<file path="config.mk">
export PLATFORM = sky130hd
export DESIGN_NAME = adau_cmd_arbiter
export DESIGN_NICKNAME = d
export VERILOG_FILES = /design/src/rtl/adau_ctrl_pkg.sv /design/src/rtl/adau_cmd_fifo.sv /design/src/rtl/adau_cmd_arbiter.sv
export SDC_FILE = /design/constraint.sdc
export NUM_CORES = 1
export LEC_CHECK = 0
export ABC_CLOCK_PERIOD_IN_PS = 2700
export CAP_MARGIN = 30
export CORE_UTILIZATION = 50
export CTS_BUF_LIST = sky130_fd_sc_hd__clkbuf_4
export CTS_CLUSTER_SIZE = 20
export DETAILED_ROUTE_END_ITERATION = 7
export PLACE_DENSITY = 0.76
export SYNTH_ARGS = -nofsm -noshare
export SYNTH_HDL_FRONTEND = slang
export SYNTH_HIERARCHICAL = 1
export SYNTH_SLANG_ARGS = --single-unit
</file>
<file path="constraint.sdc">
create_clock -name clk -period 2.7 [get_ports clk]
set_clock_uncertainty 0.15 [all_clocks]
set_input_delay 0.54 -clock clk [delete_from_list [all_inputs] [get_ports clk]]
set_output_delay 0.54 -clock clk [all_outputs]
set_load 0.05 [all_outputs]
</file>
<file path="src/rtl/adau_ctrl_pkg.sv">
// Shared definitions for the ADAU control-port command path.
package adau_ctrl_pkg;

  typedef enum logic [1:0] {
    ST_IDLE  = 2'd0,
    ST_ISSUE = 2'd1,
    ST_GAP   = 2'd2,
    ST_DRAIN = 2'd3
  } arb_state_e;

  localparam logic OWNER_INIT = 1'b0;
  localparam logic OWNER_CPU  = 1'b1;

  localparam int GAP_MIN   = 2;
  localparam int CMD_W_DEF = 32;

endpackage

</file>
<file path="src/rtl/adau_cmd_fifo.sv">
// Small synchronous FIFO for CPU-issued codec commands; reports pushes
// dropped because the FIFO was full with no simultaneous pop.
module adau_cmd_fifo #(
  parameter int DEPTH = 4,
  parameter int W     = 32
) (
  input  logic                       clk,
  input  logic                       rstn,
  input  logic                       push_i,
  input  logic [W-1:0]               din_i,
  input  logic                       pop_i,
  output logic [W-1:0]               dout_o,
  output logic                       full_o,
  output logic                       empty_o,
  output logic [$clog2(DEPTH+1)-1:0] level_o,
  output logic                       drop_o
);

  localparam int AW = $clog2(DEPTH);
  localparam int LW = $clog2(DEPTH+1);

  logic [W-1:0]  mem_q [DEPTH];
  logic [AW-1:0] wr_q, rd_q;
  logic [LW-1:0] lvl_q, lvl_d;
  logic          do_push, do_pop;

  assign empty_o = (lvl_q == '0);
  assign full_o  = (lvl_q == LW'(DEPTH));
  assign level_o = lvl_q;
  assign dout_o  = mem_q[rd_q];

  // A pop frees the slot in the same cycle, so a full FIFO still takes a push.
  assign do_pop  = pop_i & ~empty_o;
  assign do_push = push_i & (~full_o | do_pop);
  assign drop_o  = push_i & ~do_push;

  always_comb begin
    lvl_d = lvl_q;
    case ({do_push, do_pop})
      2'b10:   lvl_d = lvl_q + LW'(1);
      2'b01:   lvl_d = lvl_q - LW'(1);
      default: lvl_d = lvl_q;
    endcase
  end

  always_ff @(posedge clk or negedge rstn) begin
    if (!rstn) begin
      wr_q  <= '0;
      rd_q  <= '0;
      lvl_q <= '0;
    end else begin
      if (do_push) wr_q <= wr_q + AW'(1);
      if (do_pop)  rd_q <= rd_q + AW'(1);
      lvl_q <= lvl_d;
    end
  end

  always_ff @(posedge clk) begin
    if (do_push) mem_q[wr_q] <= din_i;
  end

endmodule

</file>
<file path="src/rtl/adau_cmd_arbiter.sv">
// Shares the ADAU SPI control-port master between the boot init list and a
// CPU command FIFO, round-robin after init, with a fixed idle gap per frame.
module adau_cmd_arbiter
  import adau_ctrl_pkg::*;
#(
  parameter int FIFO_DEPTH = 4,
  parameter int GAP_CYCLES = 16,
  parameter int CMD_W      = CMD_W_DEF
) (
  input  logic                            clk,
  input  logic                            rstn,
  input  logic [CMD_W-1:0]                init_cmd,
  input  logic                            init_valid,
  output logic                            init_ready,
  input  logic                            init_done,
  input  logic [CMD_W-1:0]                cpu_cmd,
  input  logic                            cpu_push,
  output logic                            cpu_full,
  output logic [$clog2(FIFO_DEPTH+1)-1:0] cpu_level,
  output logic                            cpu_overflow,
  input  logic                            cpu_overflow_clr,
  output logic [CMD_W-1:0]                spi_cmd,
  output logic                            spi_valid,
  input  logic                            spi_ready,
  output logic                            busy,
  output logic                            owner
);

  localparam int GW = $clog2(GAP_CYCLES);

  if (GAP_CYCLES < GAP_MIN) begin : g_bad_gap
    $error("adau_cmd_arbiter: GAP_CYCLES below minimum");
  end
  if (FIFO_DEPTH < 2 || (FIFO_DEPTH & (FIFO_DEPTH-1)) != 0) begin : g_bad_depth
    $error("adau_cmd_arbiter: FIFO_DEPTH must be a power of 2 >= 2");
  end

  arb_state_e       state_q, state_d;
  logic [GW-1:0]    gap_q, gap_d;
  logic [CMD_W-1:0] cmd_q, cmd_d;
  logic             owner_q, owner_d;
  logic             ovf_q;
  logic             fifo_empty, fifo_drop, fifo_pop;
  logic [CMD_W-1:0] fifo_dout;
  logic             cand_init, cand_cpu, pick_cpu;

  adau_cmd_fifo #(.DEPTH(FIFO_DEPTH), .W(CMD_W)) u_fifo (
    .clk     (clk),
    .rstn    (rstn),
    .push_i  (cpu_push),
    .din_i   (cpu_cmd),
    .pop_i   (fifo_pop),
    .dout_o  (fifo_dout),
    .full_o  (cpu_full),
    .empty_o (fifo_empty),
    .level_o (cpu_level),
    .drop_o  (fifo_drop)
  );

  always_comb begin
    state_d    = state_q;
    gap_d      = gap_q;
    cmd_d      = cmd_q;
    owner_d    = owner_q;
    fifo_pop   = 1'b0;
    init_ready = 1'b0;
    cand_init  = init_valid;
    cand_cpu   = ~fifo_empty & init_done;
    // On contention the source that did not hold the last grant wins.
    pick_cpu   = cand_cpu & (~cand_init | (owner_q == OWNER_INIT));
    case (state_q)
      ST_IDLE: begin
        // rstn gating keeps init_ready low while reset is asserted.
        if (rstn && (cand_init || cand_cpu)) begin
          state_d    = ST_ISSUE;
          owner_d    = pick_cpu ? OWNER_CPU : OWNER_INIT;
          cmd_d      = pick_cpu ? fifo_dout : init_cmd;
          fifo_pop   = pick_cpu;
          init_ready = ~pick_cpu;
        end
      end
      ST_ISSUE: begin
        if (spi_ready) begin
          gap_d   = GW'(GAP_CYCLES - 1);
          state_d = ST_GAP;
        end
      end
      ST_GAP: begin
        if (gap_q == '0) state_d = ST_DRAIN;
        else             gap_d   = gap_q - GW'(1);
      end
      ST_DRAIN: begin
        if (spi_ready) state_d = ST_IDLE;
      end
      default: state_d = ST_IDLE;
    endcase
  end

  always_ff @(posedge clk or negedge rstn) begin
    if (!rstn) begin
      state_q <= ST_IDLE;
      gap_q   <= '0;
      cmd_q   <= '0;
      owner_q <= OWNER_INIT;
      ovf_q   <= 1'b0;
    end else begin
      state_q <= state_d;
      gap_q   <= gap_d;
      cmd_q   <= cmd_d;
      owner_q <= owner_d;
      if (fifo_drop)             ovf_q <= 1'b1;
      else if (cpu_overflow_clr) ovf_q <= 1'b0;
    end
  end

  assign spi_valid    = (state_q == ST_ISSUE);
  assign spi_cmd      = cmd_q;
  assign owner        = owner_q;
  assign cpu_overflow = ovf_q;
  assign busy         = (state_q != ST_IDLE) | ~fifo_empty;

endmodule

</file>
# After elaboration in Yosys (flattened, before gate mapping)
# Memory sizes are Yosys's and may differ from the RTL's.
# Index checks and enable logic that the tools add are counted.
# classes
add_sub_neg	5
n_mul	0
n_div	0
order_cmp	0
eq_ne	11
shift	0
mux	19
bitwise_logic	14
n_reduce_logical	12
# ops
op	n
two-way mux 32 bit	1
two-way mux 1 bit	9
two-way mux 2 bit	4
two-way mux 4 bit	2
inequality test 2 bit, second input constant	4
case mux 2 bit (4 select lines)	1
case mux 4 bit (2 select lines)	1
nonzero test 2 bit	4
== test 2 bit, second input constant	3
NOT 1 bit	6
case mux 3 bit (2 select lines)	1
AND 1 bit	5
adder 2 x 1 -> 2 bit, second input constant	2
== test 2 x 1 -> 1 bit, second input constant	2
logical NOT 4 bit	1
AND reduction 4 bit	1
subtractor 4 x 1 -> 4 bit, second input constant	1
adder 3 x 1 -> 3 bit, second input constant	1
== test 3 bit, second input constant	1
logical NOT 3 bit	1
OR 1 bit	3
AND reduction 3 bit	1
subtractor 3 x 1 -> 3 bit, second input constant	1
logical NOT 2 bit	1
4 further kinds	4
# word_totals
regBits	47
latch_bits	0
ramBits	128
romBits	0
input_bits	71
output_inout_bits	41
wordCells	70
n_memories	1
# memory_table
name	words	width	read_ports	rd_clocked_by_memory_dff	wr	line	rtl
u_fifo.mem_q	4	32	1	0	1	adau_cmd_fifo.sv:22	logic [W-1:0] mem_q [DEPTH];

# Logic depth before layout (Yosys ltp)
# logic_depth
word_depth	13
ltp_mapped	12
ltp_nobuf	9

# By module
# The synthesis kept the hierarchy.
# modules_own_cells
module	instances	cells_each	area_each_um2	seq_area_each_um2
adau_cmd_fifo	1	219	5121.2	4018.9
adau_cmd_arbiter	1	158	1813.0	1001.0

# Least setup slack after synthesis
# No wires, ideal clock.
# synth_path
kind	register -> register
from	reg u_fifo.lvl_q[2], in the netlist u_fifo/level_o[2]
to	reg u_fifo.lvl_q[2], in the netlist u_fifo/level_o[2]
setup_ps	150
t_arrival_ps	3122
required_time_ps	2400
setup_slack_ps	-722
path_stages_with_launch	13
path_cell_list	dfrtp_1 > or3_2 > inv_1 > nor2b_2 > and4_4 > buf_6 > buf_6 > buf_1 > nand3b_1 > fa_1 > or3b_2 > a31oi_1 > o211ai_1
# synth_between
elab_chain_len	12
elab_cells_between_ends	19
cone_classes	add/sub: 2; eq/ne: 3; mux: 3; bitwise: 7; reduce/logical: 4
# synth_lines
item	line	rtl
start: declaration	adau_cmd_fifo.sv:24	logic [LW-1:0] lvl_q, lvl_d;
start signal: assignment	adau_cmd_fifo.sv:54	lvl_q <= lvl_d;
logical NOT 3 bit (*)	adau_cmd_fifo.sv:27	assign empty_o = (lvl_q == '0);
via fifo_empty	adau_cmd_arbiter.sv:43	logic fifo_empty, fifo_drop, fifo_pop;
NOT 1 bit (*)	adau_cmd_arbiter.sv:68	cand_cpu = ~fifo_empty & init_done;
AND 1 bit (*)	adau_cmd_arbiter.sv:68	
logical OR 1 bit	adau_cmd_arbiter.sv:74	if (rstn && (cand_init || cand_cpu)) begin
logical AND 1 bit	adau_cmd_arbiter.sv:74	
two-way mux 1 bit (*)	adau_cmd_arbiter.sv:74	
two-way mux 1 bit (*)	adau_cmd_arbiter.sv:71	case (state_q)
via fifo_pop	adau_cmd_arbiter.sv:43	
AND 1 bit (*)	adau_cmd_fifo.sv:33	assign do_pop = pop_i & ~empty_o;
OR 1 bit	adau_cmd_fifo.sv:34	assign do_push = push_i & (~full_o | do_pop);
AND 1 bit	adau_cmd_fifo.sv:34	
== test 2 x 1 -> 1 bit or == test 2 bit (tied branches)	adau_cmd_fifo.sv:39	case ({do_push, do_pop})
case mux 3 bit (2 select lines) or nonzero test 2 bit (tied branches)	--	
# Mark *: on every way through the listed nets, which the timed path passes. The rest lies on a longest branch.
# A chain may end at the register's enable or synchronous reset.

# Worst setup path after layout
# layout_path
from	reg state_q[1]
to	out spi_valid
# layout_between
elab_chain_len	1
# layout_lines
item	line	rtl
start: declaration	adau_cmd_arbiter.sv:38	arb_state_e state_q, state_d;
start signal: assignment	adau_cmd_arbiter.sv:107	state_q <= state_d;
== test 2 x 1 -> 1 bit	adau_cmd_arbiter.sv:116	assign spi_valid = (state_q == ST_ISSUE);
end: declaration	adau_cmd_arbiter.sv:23	output logic spi_valid,
# No other way between the ends.

==> impl_metrics.tcl <==
set metrics [dict create \
    slew_headroom_pct 56.0 \
    synth_fa_ha_area_share_pct 1.91 \
    wl_per_cell_um 20.0 \
    cts.htree.levels 4 \
    synth_xor_area_share_pct 0.632 \
    place_area_um2 8390 \
    cts_made_buffers 17 \
    utilization_pct 65.0 \
    grt_pass1_wl_um 22600 \
    clk_latency_ns 0.56 \
    die_w_um 120 \
    cts_tree "yes" \
    synth_top_family_by_area "multiplexers" \
    hold-worst-slack_ns 0.151 \
    clk_path_buf_depth 2 \
    cap_violations 0 \
    yosys.area_share.simple_pct 2.98 \
    cp_top_family "buffers and inverters" \
    worstMarginPinSlew_ns 0.659 \
    synth_flop_cell "edfxtp_1" \
    crit_buf_inv 2 \
    initial_utilization_pct 51.7 \
    vias 3992 \
    hold_viol 0 \
    reg2reg_to "u_fifo/mem_q[3][17]" \
    drt-initial-drc-count 424 \
    portBuffers 111 \
    min_period_ns 2.59 \
    leakage_nw 3.25 \
    cts-root-buf "clkbuf_4" \
    worstSetupPathType "reg -> out" \
    synth.ff_latch_count 175 \
    synth_edf_count 128 \
    regToRegSetupSlack_ns 0.31 \
    rr_startpoint "u_fifo/level_o[0]" \
    grtUsageMet3_pct 4.71 \
    crit_arrival_ns 1.90 \
    grt_max_degree 47 \
    max_stage_delay_ns 0.55 \
    outcome "completed" \
    post_drt_via_cell_ratio 5.69 \
    cp.required_ns 2.01 \
    met2_usage_pct 33.9 \
    synth_area_um2 6930 \
    first_pass_iters 5 \
    num_rows 42 \
    yosys_warnings 6 \
    path_cells "inv_1 -> ha_1 -> dlygate4sd2_1" \
    grt.total_usage_pct 21.5 \
    peakVddDrop_uv 605 \
    final_max_slew_viol_count 0 \
    power_density_nw_per_um2 1070 \
    routed_wl_um 14000 \
    period_share_pct 96.0 \
    rsz0062_at_grt "false" \
    start_kind "flop" \
    drc 0 \
    ys_seq_area_share_pct 72.4 \
    area_delta_synth_final_pct 25.7 \
    timing.final.ws_setup_ns 0.107 \
    fp.dieH_um 120 \
    antenna_left 0 \
    gp_congestion 0.821 \
    coreArea_um2 13400 \
    postSynthNetCount 458 \
    finalInstanceArea_um2 8720 \
    finalSetupViolCount 0 \
    grt-ovfl-total 0 \
    clk_pin_slew_ns 0.14 \
    cts.sinks 175 \
    crit_path_end_kind "output port" \
    io_pins 112 \
    worst-path-max-fanout 4 \
    max_freq_mhz 386 \
    antenna_found_initial 0 \
    grt_busiest_layer "met2" \
    muxShareOfSynthArea_pct 10.9 \
    grt_pass1_vias 4206 \
    crit_slowest_cell "dlygate4sd2_1" \
    syn_inst 377 \
    nets 593 \
    hold_path_class "in -> async" \
    async_flop_share_pct 26.9 \
    layout-drive-gt1-share_pct 20.8 \
    r2r_cells 8 \
    syn_avg_cell_area_um2 18.4 \
    antenna_cells 0 \
    synth_compound_area_share_pct 6.98 \
    fillers 963 \
    dpl.hpwl_um 9070 \
    dieArea_um2 14300 \
    grtUsageMet1_pct 29.4 \
    ys_types 48 \
    place_ws_ns -0.0537 \
]
routing by layer:
layer,up-vias,share of wire (%)
met1,2035,43
met4,0,1.4
met2,162,50
li1,1780,-
met3,15,6.2
met5,-,0
repair_timing:
item | CTS | global route
gates resized for setup | 2 | 3
endpoints found under the setup margin | 3 | 2
hold buffers | 1 | 0
pin swaps | 2 | 2
buffers inserted | 4 | 2
endpoints found under the hold margin | 1 | 0
layout make-up:
class	count	area (µm²)	share of cell area (%)
clock inverter	13	123	1.41
clock buffer	19	143	1.64
sequential	175	5030	57.7
inverter	44	168	1.92
tap	176	220	2.53
multi-input combinational	137	1670	19.1
timing repair buffer	137	1370	15.7
state kept, by name, summed over array words and instances, names as in the netlist:
name	count
u_fifo/mem_q	128
gap_q	4
owner	1
spi_cmd	32
u_fifo/wr_q	2
u_fifo/level_o	3
u_fifo/rd_q	2
cpu_overflow	1
state_q	2
layout by cell type (no fill, tap or decap), drive strengths merged, types with 8 or more instances in the layout:
master,n
dfrtp,47
ha,9
clkdlybuf4s50,106
edfxtp,128
mux4,32
buf,28
clkbuf,19
inv,45
a222oi,32
clkinv,8
Yosys cell counts, types with 2 or more instances:
cell type,number,share of area (%)
nor2_1,7,0.38
a31oi_1,4,0.36
o211ai_1,3,0.32
nand3_1,3,0.22
mux4_2,32,10
clkbuf_1,3,0.16
buf_2,12,0.87
nor3b_1,2,0.22
dfrtp_1,47,17
xnor2_1,3,0.38
xor2_1,2,0.25
edfxtp_1,128,55
nor3_1,2,0.14
inv_1,44,2.4
nand3b_1,2,0.22
buf_6,4,0.65
a222oi_1,32,4.6
and2_2,3,0.32
ha_1,9,1.6
and2_1,2,0.18
nand2_1,4,0.22
a21oi_1,3,0.22
worst register-to-register path: cells and delay by family (launching register included):
| family | cells | cell delay [ns] |
|---|---|---|
| buffers and inverters | 3 | 0.46 |
| flip-flops | 1 | 0.42 |
| AND/OR/NAND/NOR | 4 | 0.81 |
| AO/OA/AOI/OAI | 1 | 0.28 |
logic make-up after synthesis:
kind of cell	after synthesis
xor+xnor	5
buf+inv	65
fa+ha+maj	10
flops	175
mux	35
compound gates	53
simple gates	34
stage by stage:
stage / setup TNS (ns) / total power, mW / instances
5_1_grt: 0 / 9.79 / 701
3_3_place_gp: -0.0476 / 7.82 / 663
3_5_place_dp: -2.82 / 7.95 / 663
6_report: 0 / 9.32 / 701
2_1_floorplan: -0.313 / 6.59 / 377
4_1_cts: 0 / 9.37 / 700
power breakdown:
group          total, mW  switching [mW]  internal, mW
Sequential          3.90           0.277          3.62
Combinational       4.02            2.33          1.70
Clock               1.40           0.839         0.556
worst max path at each step:
stage | from | end | slack [ns] | cells past startpoint
after detailed placement | init_done | u_fifo/level_o[2] | -0.05 | 8
after CTS | u_fifo/level_o[1] | init_ready | 0.02 | 6
after global placement | init_done | u_fifo/level_o[2] | -0.05 | 8
after global routing | state_q[1] | spi_valid | 0.01 | 3
final | state_q[1] | spi_valid | 0.11 | 3
after floorplan | u_fifo/level_o[2] | u_fifo/level_o[2] | -0.18 | 12
Note: power is estimated with default switching activity, not from simulation.
